### src/rtl/weight_bram_sequencer_pkg.sv
// Shared ANN constants and sequencer state encoding, reused by the BRAM and MAC blocks.
`default_nettype none

package weight_bram_sequencer_pkg;

  localparam int ANN_DW    = 16;
  localparam int ANN_DEPTH = 28;
  localparam int ANN_AW    = 5;

  typedef enum logic [1:0] {
    ST_IDLE  = 2'd0,
    ST_LOAD  = 2'd1,
    ST_READ  = 2'd2,
    ST_FLUSH = 2'd3
  } seq_state_t;

endpackage

`default_nettype wire

### src/rtl/weight_bram_sequencer_out_reg.sv
// One-entry valid/ready output register holding the weight presented to the MAC.
`default_nettype none

module weight_bram_sequencer_out_reg #(
  parameter int AW = 5,
  parameter int DW = 16
) (
  input  logic          clk,
  input  logic          rstn,
  input  logic          fill,
  input  logic [DW-1:0] fill_data,
  input  logic [AW-1:0] fill_idx,
  input  logic          fill_last,
  input  logic          out_ready,
  output logic [DW-1:0] out_data,
  output logic [AW-1:0] out_idx,
  output logic          out_valid,
  output logic          out_last,
  output logic          slot_free
);

  // The slot can take a new word when empty or when the current one leaves this edge.
  assign slot_free = !out_valid || out_ready;

  always_ff @(posedge clk or negedge rstn) begin
    if (!rstn) begin
      out_data  <= '0;
      out_idx   <= '0;
      out_valid <= 1'b0;
      out_last  <= 1'b0;
    end else if (fill) begin
      out_data  <= fill_data;
      out_idx   <= fill_idx;
      out_valid <= 1'b1;
      out_last  <= fill_last;
    end else if (out_ready) begin
      out_valid <= 1'b0;
      out_last  <= 1'b0;
    end
  end

endmodule

`default_nettype wire

### src/rtl/weight_bram_sequencer.sv
// Owns one weight BRAM port: loads a weight set from a stream, or streams all weights to the MAC.
`default_nettype none

module weight_bram_sequencer
  import weight_bram_sequencer_pkg::*;
#(
  parameter int DEPTH = ANN_DEPTH,
  parameter int AW    = ANN_AW,
  parameter int DW    = ANN_DW
) (
  input  logic          clk,
  input  logic          rstn,
  input  logic          start,
  input  logic          load_req,
  input  logic [DW-1:0] load_data,
  input  logic          load_valid,
  output logic          load_ready,
  output logic [DW-1:0] w_out,
  output logic [AW-1:0] w_idx,
  output logic          w_valid,
  input  logic          w_ready,
  output logic          w_last,
  output logic          busy,
  output logic          done,
  output logic [AW-1:0] bram_addr,
  output logic [DW-1:0] bram_di,
  output logic          bram_en,
  output logic          bram_we,
  input  logic [DW-1:0] bram_do
);

  localparam logic [AW:0]   CNT_LAST = (AW+1)'(DEPTH - 1);
  localparam logic [AW:0]   CNT_END  = (AW+1)'(DEPTH);
  localparam logic [AW-1:0] IDX_LAST = AW'(DEPTH - 1);

  seq_state_t  state;
  seq_state_t  state_nxt;
  logic [AW:0] cnt;
  logic        pending;
  logic        slot_free;
  logic        fill;
  logic        load_beat;
  logic        issue_rd;

  // A read waits in BRAM_DO (EN stays low, so it holds) until the output slot frees up.
  assign fill = pending && slot_free;

  always_ff @(posedge clk or negedge rstn) begin
    if (!rstn) begin
      state <= ST_IDLE;
    end else begin
      state <= state_nxt;
    end
  end

  always_comb begin
    state_nxt = state;
    case (state)
      ST_IDLE: begin
        if (load_req) begin
          state_nxt = ST_LOAD;
        end else if (start) begin
          state_nxt = ST_READ;
        end
      end
      ST_LOAD: begin
        if (load_beat && cnt == CNT_LAST) begin
          state_nxt = ST_IDLE;
        end
      end
      ST_READ: begin
        if (issue_rd && cnt == CNT_LAST) begin
          state_nxt = ST_FLUSH;
        end
      end
      ST_FLUSH: begin
        if (w_valid && w_last && w_ready) begin
          state_nxt = ST_IDLE;
        end
      end
      default: state_nxt = ST_IDLE;
    endcase
  end

  always_comb begin
    load_ready = (state == ST_LOAD);
    busy       = (state != ST_IDLE);
    load_beat  = (state == ST_LOAD) && load_valid;
    issue_rd   = (state == ST_READ) && (cnt < CNT_END) && slot_free;
  end

  always_ff @(posedge clk or negedge rstn) begin
    if (!rstn) begin
      cnt       <= '0;
      pending   <= 1'b0;
      bram_en   <= 1'b0;
      bram_we   <= 1'b0;
      bram_addr <= '0;
      bram_di   <= '0;
      done      <= 1'b0;
    end else begin
      bram_en <= load_beat || issue_rd;
      bram_we <= load_beat;
      done    <= (state != ST_IDLE) && (state_nxt == ST_IDLE);
      pending <= issue_rd || (pending && !slot_free);
      if (state == ST_IDLE) begin
        cnt <= '0;
      end else if (load_beat || issue_rd) begin
        cnt <= cnt + (AW+1)'(1);
      end
      if (load_beat || issue_rd) begin
        bram_addr <= cnt[AW-1:0];
      end
      if (load_beat) begin
        bram_di <= load_data;
      end
    end
  end

  weight_bram_sequencer_out_reg #(
    .AW (AW),
    .DW (DW)
  ) u_out_reg (
    .clk       (clk),
    .rstn      (rstn),
    .fill      (fill),
    .fill_data (bram_do),
    .fill_idx  (bram_addr),
    .fill_last (bram_addr == IDX_LAST),
    .out_ready (w_ready),
    .out_data  (w_out),
    .out_idx   (w_idx),
    .out_valid (w_valid),
    .out_last  (w_last),
    .slot_free (slot_free)
  );

endmodule

`default_nettype wire

### config.mk
export PLATFORM = sky130hd
export DESIGN_NAME = weight_bram_sequencer
export DESIGN_NICKNAME = d
export VERILOG_FILES = /design/src/rtl/weight_bram_sequencer_pkg.sv /design/src/rtl/weight_bram_sequencer_out_reg.sv /design/src/rtl/weight_bram_sequencer.sv
export SDC_FILE = /design/constraint.sdc
export NUM_CORES = 1
export LEC_CHECK = 0
export BUFFER_PORTS_ARGS = -buffer_cell sky130_fd_sc_hd__buf_2
export CAP_MARGIN = 0
export CORE_AREA = 2 2 91 93
export CTS_BUF_LIST = sky130_fd_sc_hd__clkbuf_4 sky130_fd_sc_hd__clkbuf_8
export DETAILED_ROUTE_END_ITERATION = 16
export DIE_AREA = 0 0 93 95
export SLEW_MARGIN = 25
export SYNTH_ARGS = -nofsm -noshare
export SYNTH_HDL_FRONTEND = slang
export SYNTH_SLANG_ARGS = --single-unit
### constraint.sdc
create_clock -name clk -period 1.3 [get_ports clk]
set_input_delay 0.325 -clock clk [delete_from_list [all_inputs] [get_ports clk]]
set_output_delay 0.325 -clock clk [all_outputs]
set_load 0.02 [all_outputs]
Word level (Yosys, flattened, before mapping)

Cells that the tools add are included.

Register bits after elaboration: 56
Bits in latches: 0
RAM bits: 0
Memory bits (read-only): 0
Input port bits: 38
Output and inout port bits: 49
Logic and storage cells: 50
Memories: 0

Add/subtract/negate cells: 1
Multipliers: 0
Divide/modulo/power cells: 0
$lt $le $gt $ge: 1
Equal/unequal tests: 5
Shift operators: 0
Muxes and demuxes: 11
Bitwise operators: 0
Reduce and logical (&&, ||, !) cells: 20

Operators by type and width:

| cell                                                       | number |
|---|---|
| 2-to-1 mux 6 bit                                           | 2 |
| logical AND 1 bit                                          | 10 |
| 2-to-1 mux 2 bit                                           | 5 |
| case mux 2 bit (4 select lines)                            | 1 |
| adder 6 x 1 -> 6 bit, second input constant                | 1 |
| == test 6 x 5 -> 1 bit, second input constant              | 1 |
| less-than comparator 6 x 5 -> 1 bit, second input constant | 1 |
| nonzero test 2 bit                                         | 3 |
| == test 5 bit, second input constant                       | 1 |
| == test 2 bit, second input constant                       | 2 |
| logical NOT 2 bit                                          | 2 |
| logical OR 1 bit                                           | 3 |
| 2-to-1 mux 1 bit                                           | 3 |
| == test 2 x 1 -> 1 bit, second input constant              | 1 |
| logical NOT 1 bit                                          | 2 |

Longest topological paths before layout

Gate-level depths: netlist of the first run.

Word-level depth: 8
Depth in mapped cells: 6
Gate-level depth less buffers: 5

Modules after synthesis

Synthesis of the first run repeated with hierarchy kept, for this count alone.

Cells, all modules: 197
Area, all modules: 2442.3 µm²

By module, submodules not included:

| module                        | times used | cells an instance | area each (µm²) | seq. area each (µm²) |
|---|---|---|---|---|
| weight_bram_sequencer         | 1          | 146               | 1498.9          | 825.8 |
| weight_bram_sequencer_out_reg | 1          | 51                | 943.4           | 575.6 |

Least setup slack after synthesis of the first run

Ideal clock, no wire load.

Path type: reg2reg
Start point: register u_out_reg.out_valid
End point: register u_out_reg.out_data[0]
Setup time: 125 ps
Arrival: 1372 ps
Required time: 1175 ps
Setup slack: -197 ps
Cell stages (with the launch flop): 6
Path buffers: 2
Period minus slack after synthesis: 1497 ps
Path through: dfrtp_1 nand2b_1 buf_2 nand2_1 buf_2 mux2_2

Cells in the longest elaborated chain, start to end: 3

RTL lines:

| what                     | line                                | source |
|---|---|---|
| start: declaration       | weight_bram_sequencer_out_reg.sv:17 | `output logic out_valid,` |
| start signal: assignment | weight_bram_sequencer_out_reg.sv:29 | `out_valid <= 1'b0;` |
| start signal: assignment | weight_bram_sequencer_out_reg.sv:34 | `out_valid <= 1'b1;` |
| start signal: assignment | weight_bram_sequencer_out_reg.sv:37 | `out_valid <= 1'b0;` |
| logical NOT 1 bit        | weight_bram_sequencer_out_reg.sv:23 | `assign slot_free = !out_valid \|\| out_ready;` |
| logical OR 1 bit         | weight_bram_sequencer_out_reg.sv:23 |  |
| logical AND 1 bit        | weight_bram_sequencer.sv:46         | `assign fill = pending && slot_free;` |
| end signal: assignment   | weight_bram_sequencer_out_reg.sv:32 | `out_data <= fill_data;` |
| end: declaration         | weight_bram_sequencer_out_reg.sv:15 | `output logic [DW-1:0] out_data,` |

Every way passes these cells.
A chain may end at the register's enable or synchronous reset.

Final worst setup path of the first run

Start point: register state[0]
End point: output port load_ready

Cells in the longest elaborated chain, start to end: 1

RTL lines:

| what                     | line                        | source |
|---|---|---|
| start: declaration       | weight_bram_sequencer.sv:36 | `seq_state_t state;` |
| start signal: assignment | weight_bram_sequencer.sv:52 | `state <= state_nxt;` |
| == test 2 x 1 -> 1 bit   | weight_bram_sequencer.sv:86 | `load_ready = (state == ST_LOAD);` |
| end: declaration         | weight_bram_sequencer.sv:17 | `output logic load_ready,` |

Every way passes these cells.

==> results of run 1 <==
[cell families after synthesis]
family                     after synthesis  share of synthesized area [%]
DFF                                     56                           60.4
and+or+nand+nor                         81                           16.8
AOI/OAI and AO/OA                       21                           5.88
xor gates and xnor gates                 2                          0.755
buffers and inverters                   13                           2.86
muxes                                   25                           12.8
adders and majority gates                1                          0.539
[critical path, cell delays in order (launching register included)]
cell     delay [ns]
dfrtp_2        0.48
buf_6          0.15
nor2b_1        0.12
buf_4          0.15
[report_power, final]
group	switching [uW]	internal [uW]	leakage [uW]
Sequential	511	2560	0.000674
Clock	578	581	0.0000548
Combinational	2170	2020	0.000981
Total	3260	5160	0.00171
[per-stage QoR]
step / hold WS (ns) / total power, uW / setup WS, ns / utilization, %
final: 0.200 / 8420 / -0.224 / 43.1
after CTS: 0.183 / 8280 / -0.231 / 42.1
after detailed placement: 0.254 / 6800 / -0.215 / 38.7
after global routing: 0.193 / 9000 / -0.282 / 43.1
after global placement: 0.256 / 6720 / -0.152 / 38.7
after floorplan: 0.0294 / 5510 / -0.0683 / -
[sequential cells by signal, summed over array words and instances, names as in the netlist, named ones only]
signal / cells
u_out_reg.out_last: 1
bram_addr: 5
bram_di: 16
u_out_reg.out_idx: 5
state: 2
u_out_reg.out_valid: 1
bram_we: 1
done: 1
cnt: 6
bram_en: 1
u_out_reg.out_data: 16
[worst max path at each step]
stage	endpoint	slack, ns	cells after the start
after floorplan	bram_addr[0]	-0.07	5
after global placement	bram_addr[3]	-0.15	4
after detailed placement	bram_addr[3]	-0.21	4
after CTS	busy	-0.23	4
after global routing	load_ready	-0.28	4
final	load_ready	-0.22	3
[area by class of cell]
cell class / count / share of cell area (%)
clock buffers: 5 / 2.01
clock inverters: 3 / 1.35
inverters: 4 / 0.439
multi-input cells: 130 / 28.4
flip-flops and latches: 56 / 41.1
well taps: 105 / 3.84
repair buffers: 122 / 22.9
[cells in the mapped netlist]
cell type,count
and3_1,1
a21boi_0,1
buf_6,1
nand3b_4,1
nand4_1,3
clkbuf_1,2
a22oi_1,1
ha_1,1
or3_1,2
a311o_1,1
nor4b_2,1
o22a_1,1
a41o_1,1
inv_2,1
a31o_2,1
nor2_1,6
buf_2,5
nand3b_1,2
nor3_1,1
dfrtp_1,56
nand4b_1,1
nor3b_1,1
nor2b_1,5
clkbuf_4,1
mux2_2,21
a21oi_1,6
a31oi_1,3
nand2_1,52
a31o_1,1
nor2_4,1
o22ai_1,1
nand3_1,3
nand2b_1,1
o21ai_0,4
inv_1,3
mux2_4,4
xnor2_1,2
[metal layers]
| metal | GRT usage [%] | vias to the layer above | share of wire (%) |
|---|---|---|---|
| met5 | 0 | - | 0 |
| met4 | 2.94 | 0 | 0.66 |
| met3 | 2.95 | 5 | 6.2 |
| met2 | 21.0 | 64 | 50 |
| met1 | 15.0 | 902 | 43 |
| li1 | - | 913 | - |
[timing repair]
item | CTS | global route
pin swaps | 5 | 6
buffers inserted | 7 | 3
resized for setup | 23 | 21
hold buffers | 1 | 0
endpoints found under the hold margin | 11 | 0
setup endpoints to repair | 34 | 20
[placed cells by master (no fill, tap or decap), types with 3 or more instances in the layout]
master    netlist  final
buf_2           5     81
dfrtp_1        56     52
nand2_1        52     49
buf_4           0     27
mux2_2         21     21
buf_6           1     11
nor2_1          6      5
clkbuf_8        0      5
mux2_4          4      4
dfrtp_2         0      4
a21oi_1         6      3
nor2b_1         5      3
nand4_1         3      3
nand3_1         3      3
a21oi_2         0      3
o21ai_1         0      3
==> results.sh, run 1 <==
export IMPL_outcome="finished, violations left"
export IMPL_failed_checks="setup timing"
export IMPL_rsz0062_at_grt="true"
export IMPL_clk_path_buf_depth=2
export IMPL_grt_start_max_net_pins=26
export IMPL_antenna_cells=0
export IMPL_hold_path_startpoint="load_data[1]"
export IMPL_ctsRootBufferMaster="clkbuf_8"
export IMPL_die_width_um=93
export IMPL_synth_largest_area_cell="dfrtp_1"
export IMPL_core_area_um2=7930
export IMPL_cellLeakagePower_uw=0.00171
export IMPL_grt_pass1_wl_um=8450
export IMPL_post_drt_wl_per_cell_um=12.5
export IMPL_number_of_i_o_port_buffers=86
export IMPL_post_synth_design_cell_area_um2=2320
export IMPL_chipHeight_um=95
export IMPL_setup_violations=14
export IMPL_holdPathStages=3
export IMPL_fin_skew_ns=0.00994
export IMPL_final_design_area_no_fill_um2=3420
export IMPL_sequential_area_share_after_synthesis_pct=60.4
export IMPL_yosys_top_cells_area="dfrtp_1, mux2_2, nand2_1"
export IMPL_drc_errors=0
export IMPL_placedCellCount=408
export IMPL_drt_total_wl_um=5300
export IMPL_timing_max_slew_rel_slack_pct=76.4
export IMPL_first_global_vias=1780
export IMPL_yosys_warnings=0
export IMPL_worstHoldEndpoint="bram_di[1]"
export IMPL_rows=33
export IMPL_final_number_of_max_transition_violations=0
export IMPL_gpl_final_weighted_congestion=0.832
export IMPL_timing_max_cap_violations=0
export IMPL_drt_iter0_drc=69
export IMPL_cp_start_kind="flop"
export IMPL_arrival_ns=1.20
export IMPL_syn_area_per_cell_um2=11.7
export IMPL_finalWorstSetupSlack_ns=-0.224
export IMPL_tightestPinTransition_ns=0.353
export IMPL_seq_area_um2=1410
export IMPL_place_detailed_hpwl_um=3740
export IMPL_floorplan_die_area_um2=8840
export IMPL_power_ir_vdd_worst_mv=0.731
export IMPL_rr_startpoint="state[0]"
export IMPL_area_growth_synth_to_final_pct=47.3
export IMPL_final_min_period_over_clock_period_pct=117
export IMPL_vias_per_cell=4.43
export IMPL_synth_distinct_cells=37
export IMPL_postPlaceCellArea_um2=3070
export IMPL_num_cts_buffers=5
export IMPL_min_delay_path_class="in2reg"
export IMPL_criticalPathCategory="reg2out"
export IMPL_grt_total_usage_pct=12.0
export IMPL_route_antenna_remaining_nets=0
export IMPL_yosys_register_bits=56
export IMPL_timing_reg2reg_setup_slack_ns=-0.22
export IMPL_finalNonFillerCells=425
export IMPL_design_portCount=87
export IMPL_drt_pass1_iter_count=4
export IMPL_multi_input_comb_area_um2=970
export IMPL_worst_r2r_cell_count=4
export IMPL_worst_endpoint_required_ns=0.98
export IMPL_n_fill_cell=774
export IMPL_overflow_left_after_global_routing=0
export IMPL_post_route_cells_drive_above_1_share_pct=56.3
export IMPL_sum_of_negative_setup_slack_ns=-1.86
export IMPL_cp_startpoint="state[0]"
export IMPL_pwr_density_cell_nw_per_um2=2460
export IMPL_endpoint_kind="primary output"
export IMPL_final_period_minus_worst_setup_slack_ns=1.52
export IMPL_hold_viol_final=0
export IMPL_finalNetCount=358
export IMPL_timing_critical_path_fanout_max=7
export IMPL_via_count=1884
export IMPL_initial_antenna_violation_count=0
export IMPL_cts_clk_slew_worst_paths_ns=0.11
export IMPL_insertion_delay_ns=0.31
export IMPL_htree_levels=2
export IMPL_max_freq_ghz=0.656
export IMPL_synthesis_nets=238
export IMPL_capturing_point_of_the_worst_reg2reg_path="bram_addr[3]"
export IMPL_tritoncts_num_sinks=56
export IMPL_yosysTopAreaCellShare_pct=60.4
export IMPL_netlist_instances=199
export IMPL_tritoncts="yes"
export IMPL_initial_core_util_pct=29.3
Note: power is estimated with default switching activity, not from simulation.
==> run 2, diff against run 1 <==
--- a/config.mk
+++ b/config.mk
@@ -9,6 +9,7 @@
 export CAP_MARGIN = 0
-export CORE_AREA = 2 2 91 93
+export CORE_AREA = 2 2 75 77
 export CTS_BUF_LIST = sky130_fd_sc_hd__clkbuf_4 sky130_fd_sc_hd__clkbuf_8
 export DETAILED_ROUTE_END_ITERATION = 16
-export DIE_AREA = 0 0 93 95
+export DIE_AREA = 0 0 77 79
+export PLACE_DENSITY = 0.76
 export SLEW_MARGIN = 25
--- a/constraint.sdc
+++ b/constraint.sdc
@@ -3,2 +3,2 @@
 set_output_delay 0.325 -clock clk [all_outputs]
-set_load 0.02 [all_outputs]
+set_load 0.1 [all_outputs]
==> results.sh, run 2 (synthesized netlist as in run 1, its figures left out) <==
export IMPL_outcome="finished, violations left"
export IMPL_failed_checks="setup timing"
export IMPL_min_delay_path_class="in2async"
export IMPL_fin_skew_ns=0.00958
export IMPL_final_period_minus_worst_setup_slack_ns=1.64
export IMPL_n_fill_cell=264
export IMPL_grt_met3_usage_pct=6.48
export IMPL_first_global_vias=2228
export IMPL_floorplan_die_area_um2=6080
export IMPL_place_detailed_hpwl_um=4490
export IMPL_criticalPathCategory="reg2reg"
export IMPL_setup_violations=40
export IMPL_finalNonFillerCells=406
export IMPL_rsz0062_at_grt="true"
export IMPL_mostFrequentLayoutCells="buf_12, dfrtp_1, nand2_1"
export IMPL_timing_max_slew_rel_slack_pct=73.8
export IMPL_largestRegisters="bram_di x16, u_out_reg.out_data x16, cnt x6"
export IMPL_via_count=2181
export IMPL_layout_commonest_cell="buf_12"
export IMPL_insertion_delay_ns=0.31
export IMPL_worst_endpoint_required_ns=1.49
export IMPL_grt_busiest_layer="met2"
export IMPL_overflow_left_after_global_routing=0
export IMPL_finalNetCount=372
export IMPL_cp_start_kind="flop"
export IMPL_hold_viol_final=0
export IMPL_final_number_of_max_transition_violations=0
export IMPL_drc_errors=0
export IMPL_tightestPinTransition_ns=0.393
export IMPL_grtUsageMet2_pct=51.0
export IMPL_chipHeight_um=79
export IMPL_die_width_um=77
export IMPL_clk_path_buf_depth=2
export IMPL_ctsRootBufferMaster="clkbuf_8"
export IMPL_placedCellCount=377
export IMPL_timing_critical_path_fanout_max=4
export IMPL_tritoncts="yes"
export IMPL_core_area_um2=5340
export IMPL_number_of_i_o_port_buffers=86
export IMPL_drt_total_wl_um=8870
export IMPL_tritoncts_num_sinks=56
export IMPL_design_portCount=87
export IMPL_vias_per_cell=5.37
export IMPL_post_route_cells_drive_above_1_share_pct=62.5
export IMPL_gpl_final_weighted_congestion=0.912
export IMPL_final_min_period_over_clock_period_pct=126
export IMPL_max_freq_ghz=0.608
export IMPL_cts_clk_slew_worst_paths_ns=0.10
export IMPL_drt_iter0_drc=147
export IMPL_grt_pass1_wl_um=12200
export IMPL_initial_antenna_violation_count=1
export IMPL_route_antenna_remaining_nets=0
export IMPL_fin_hold_ws_ns=0.0175
export IMPL_num_cts_buffers=5
export IMPL_htree_levels=2
export IMPL_post_drt_wl_per_cell_um=21.8
export IMPL_finalWorstSetupSlack_ns=-0.344
export IMPL_grt_start_max_net_pins=32
export IMPL_sum_of_negative_setup_slack_ns=-3.74
export IMPL_timing_max_cap_violations=0
export IMPL_pre_cts_slack_ns=-0.174
export IMPL_arrival_ns=1.83
export IMPL_endpoint_kind="flop"
export IMPL_grt_total_usage_pct=26.8
export IMPL_rows=27
export IMPL_area_growth_synth_to_final_pct=91.8
export IMPL_initial_core_util_pct=43.5
export IMPL_drt_pass1_iter_count=4
export IMPL_met1_usage_pct=29.2
## run 2: changes by cell type in the layout (fill, tap and decap cells not counted), sizes merged
| cell | delta |
|---|---|
| buf | +12 |
| bufinv | +1 |
| nand2 | +3 |
| inv | -2 |
| dlygate4sd3 | -1 |
| diode | +1 |
## run 2: area by class of cell
class	count	area, um2	area share, %
Antenna cell	1	2.50	0.0562
Tap cell	72	90.1	2.02
Clock buffer	5	68.8	1.55
Inverter	4	23.8	0.534
Timing Repair Buffer	133	1620	36.3
Multi-Input combinational cell	133	1170	26.3
Sequential cell	56	1420	31.8
Clock inverter	2	60.1	1.35
## run 2: path summary, 6_finish.rpt
kind | startpoint | endpoint | slack (ns) | depth (start not counted)
worst min-delay path | rstn | u_out_reg.out_valid | 0.02 | 2
worst max register to register | state[1] | cnt[4] | -0.34 | 7
max in group asynchronous | rstn | bram_di[8] | 0.97 | 2
worst max-delay path | state[1] | cnt[4] | -0.34 | 7
worst min register to register | bram_di[15] | bram_di[15] | 0.54 | 2
min in group clk | load_data[4] | bram_di[4] | 0.19 | 3
## run 2: repair_timing
item | 4_1_cts | 5_1_grt
pin swaps | 13 | 8
gates resized for setup | 41 | 25
hold endpoints to repair | 0 | 0
setup buffers | 10 | 10
endpoints found under the setup margin | 40 | 60
hold buffers | 0 | 0
cloned | 4 | 0
## run 2: metal layers
metal  share of wire, %  routed length, um
met2                 54               4780
met4                3.0                270
met3                4.7                421
met5                  0                  0
met1                 38               3400
## run 2: metrics by stage
step	utilization (%)	instance area, um2
2_1_floorplan	-	2500
3_3_place_gp	72.6	3880
3_5_place_dp	72.6	3880
4_1_cts	80.6	4300
5_1_grt	83.4	4450
6_report	83.4	4450
## run 2: critical path, cell delays in order, from the launching register on
cell	delay, ns
dfrtp_1	0.42
buf_4	0.15
nand3b_4	0.19
inv_6	0.11
buf_12	0.11
a31oi_1	0.05
o21ai_0	0.36
a21oi_2	0.13
Power of run 2 is left out: the tool's default activity adds up to more than one toggle a clock period on the data nets, which glitch-free logic cannot reach.
==> run 3, diff against run 2 <==
Settings changed: BUFFER_PORTS_ARGS -buffer_cell sky130_fd_sc_hd__buf_2 to default, CORE_AREA 2 2 75 77 to 2 2 66 68, DIE_AREA 0 0 77 79 to 0 0 68 70, DONT_BUFFER_PORTS from default to 1.
==> results.sh, run 3 (synthesized netlist as in run 1, its figures left out) <==
export IMPL_outcome="finished, violations left"
export IMPL_failed_checks="hold timing, setup timing"
export IMPL_critical_path_most_common_cell="buf_6"
export IMPL_cts_clk_slew_worst_paths_ns=0.13
export IMPL_via_count=2483
export IMPL_timing_max_slew_rel_slack_pct=70.4
export IMPL_post_route_cells_drive_above_1_share_pct=57.4
export IMPL_timing_reg2reg_setup_slack_ns=-0.47
export IMPL_drt_iter0_drc=315
export IMPL_cp_start_kind="flop"
export IMPL_gpl_final_weighted_congestion=0.771
export IMPL_crit_path_cell_trace="buf_6, buf_6, nor2_4, buf_6, buf_6, buf_6, buf_4, nand4_1, nand3_1"
export IMPL_rr_startpoint="state[0]"
export IMPL_drt_pass1_iter_count=5
export IMPL_htree_levels=2
export IMPL_antenna_cells=0
export IMPL_rows=24
export IMPL_worstSetupEndpoint="state[0]"
export IMPL_grt_start_max_net_pins=57
export IMPL_route_antenna_remaining_nets=0
export IMPL_endpoint_kind="flop"
export IMPL_grt_total_usage_pct=36.9
export IMPL_overflow_left_after_global_routing=0
export IMPL_arrival_ns=2.04
export IMPL_die_width_um=68
export IMPL_pre_cts_slack_ns=-0.204
export IMPL_finalNetCount=341
export IMPL_drc_errors=0
export IMPL_initial_core_util_pct=56.0
export IMPL_area_growth_synth_to_final_pct=74.1
export IMPL_rsz0062_at_grt="true"
export IMPL_timing_critical_path_fanout_max=3
export IMPL_fin_skew_ns=0.0255
export IMPL_critPathTopFamily="buffers and inverters"
export IMPL_number_of_i_o_port_buffers=0
export IMPL_grtUsageMet2_pct=59.4
export IMPL_num_cts_buffers=5
export IMPL_grt_met3_usage_pct=10.8
export IMPL_core_area_um2=4140
export IMPL_place_detailed_hpwl_um=4550
export IMPL_drt_total_wl_um=12500
export IMPL_hold_viol_final=56
export IMPL_capturing_point_of_the_worst_reg2reg_path="state[0]"
export IMPL_finalWorstSetupSlack_ns=-0.468
export IMPL_tightestPinTransition_ns=0.444
export IMPL_cp_startpoint="state[0]"
export IMPL_largestRegisters="bram_di x16, u_out_reg.out_data x16, cnt x6"
export IMPL_post_drt_wl_per_cell_um=35.2
export IMPL_design_portCount=87
export IMPL_mostFrequentLayoutCells="nand2_1, dfrtp_1, buf_4"
export IMPL_final_design_area_no_fill_um2=4040
export IMPL_setup_violations=72
export IMPL_vias_per_cell=6.99
export IMPL_path_buf_inv=6
export IMPL_layout_commonest_cell="nand2_1"
export IMPL_fin_hold_ws_ns=-0.352
export IMPL_floorplan_die_area_um2=4760
export IMPL_timing_max_cap_violations=0
export IMPL_sum_of_negative_setup_slack_ns=-9.00
export IMPL_crit_slowest_cell="dfrtp_2"
export IMPL_insertion_delay_ns=0.35
export IMPL_worst_endpoint_required_ns=1.58
export IMPL_crit_cells=9
export IMPL_initial_antenna_violation_count=0
export IMPL_tritoncts_num_sinks=56
export IMPL_grt_pass1_wl_um=12300
export IMPL_max_freq_ghz=0.566
export IMPL_tritoncts="yes"
export IMPL_criticalPathCategory="reg2reg"
export IMPL_final_period_minus_worst_setup_slack_ns=1.77
export IMPL_postPlaceCellArea_um2=3450
export IMPL_min_delay_path_class="in2async"
export IMPL_chipHeight_um=70
export IMPL_crit_path_max_incr_delay_ns=0.44
export IMPL_met1_usage_pct=44.6
export IMPL_first_global_vias=2216
export IMPL_grt_busiest_layer="met2"
export IMPL_final_number_of_max_transition_violations=0
export IMPL_ctsRootBufferMaster="clkbuf_8"
export IMPL_clk_path_buf_depth=2
export IMPL_worst_r2r_cell_count=9
export IMPL_final_min_period_over_clock_period_pct=136
## run 3: area by class of cell
cell class / count / area [um2]
fillers: 60 / 103
well taps: 52 / 65.1
multi-input cells: 133 / 1130
clock buffers: 5 / 68.8
inverters: 4 / 21.3
flip-flops and latches: 56 / 1420
clock inverters: 3 / 22.5
repair buffers: 102 / 1310
## run 3: how the worst min path moves through the flow
stage / startpoint / slack, ns / cells after the start / endpoint
6_report: rstn / -0.35 / 0 / u_out_reg.out_data[7]
5_1_grt: rstn / -0.36 / 0 / bram_addr[2]
4_1_cts: rstn / -0.32 / 0 / asynchronous set/reset pin
3_5_place_dp: rstn / 0.03 / 0 / u_out_reg.out_idx[3]
3_3_place_gp: rstn / 0.03 / 0 / u_out_reg.out_data[14]
2_1_floorplan: rstn / 0.03 / 0 / asynchronous set/reset pin
## run 3: what timing repair did
action / in CTS / in global routing
endpoints found under the hold margin: 56 / 56
pin swaps: 5 / 15
endpoints found under the setup margin: 42 / 62
cloned: 3 / 0
setup buffers: 7 / 21
resized for setup: 37 / 41
## run 3: per-stage QoR
stage	util, %	cells
floorplan	-	199
global placement	83.2	321
detailed placement	83.2	321
CTS	91.3	339
global route	97.5	355
finish	97.5	355
## run 3: per-layer routing
| metal | up-vias | routed length, um |
|---|---|---|
| li1 | 882 | - |
| met1 | 1168 | 3870 |
| met2 | 300 | 5560 |
| met3 | 133 | 1700 |
| met4 | 0 | 1380 |
| met5 | - | 0 |
Power of run 3 is left out for the same reason.
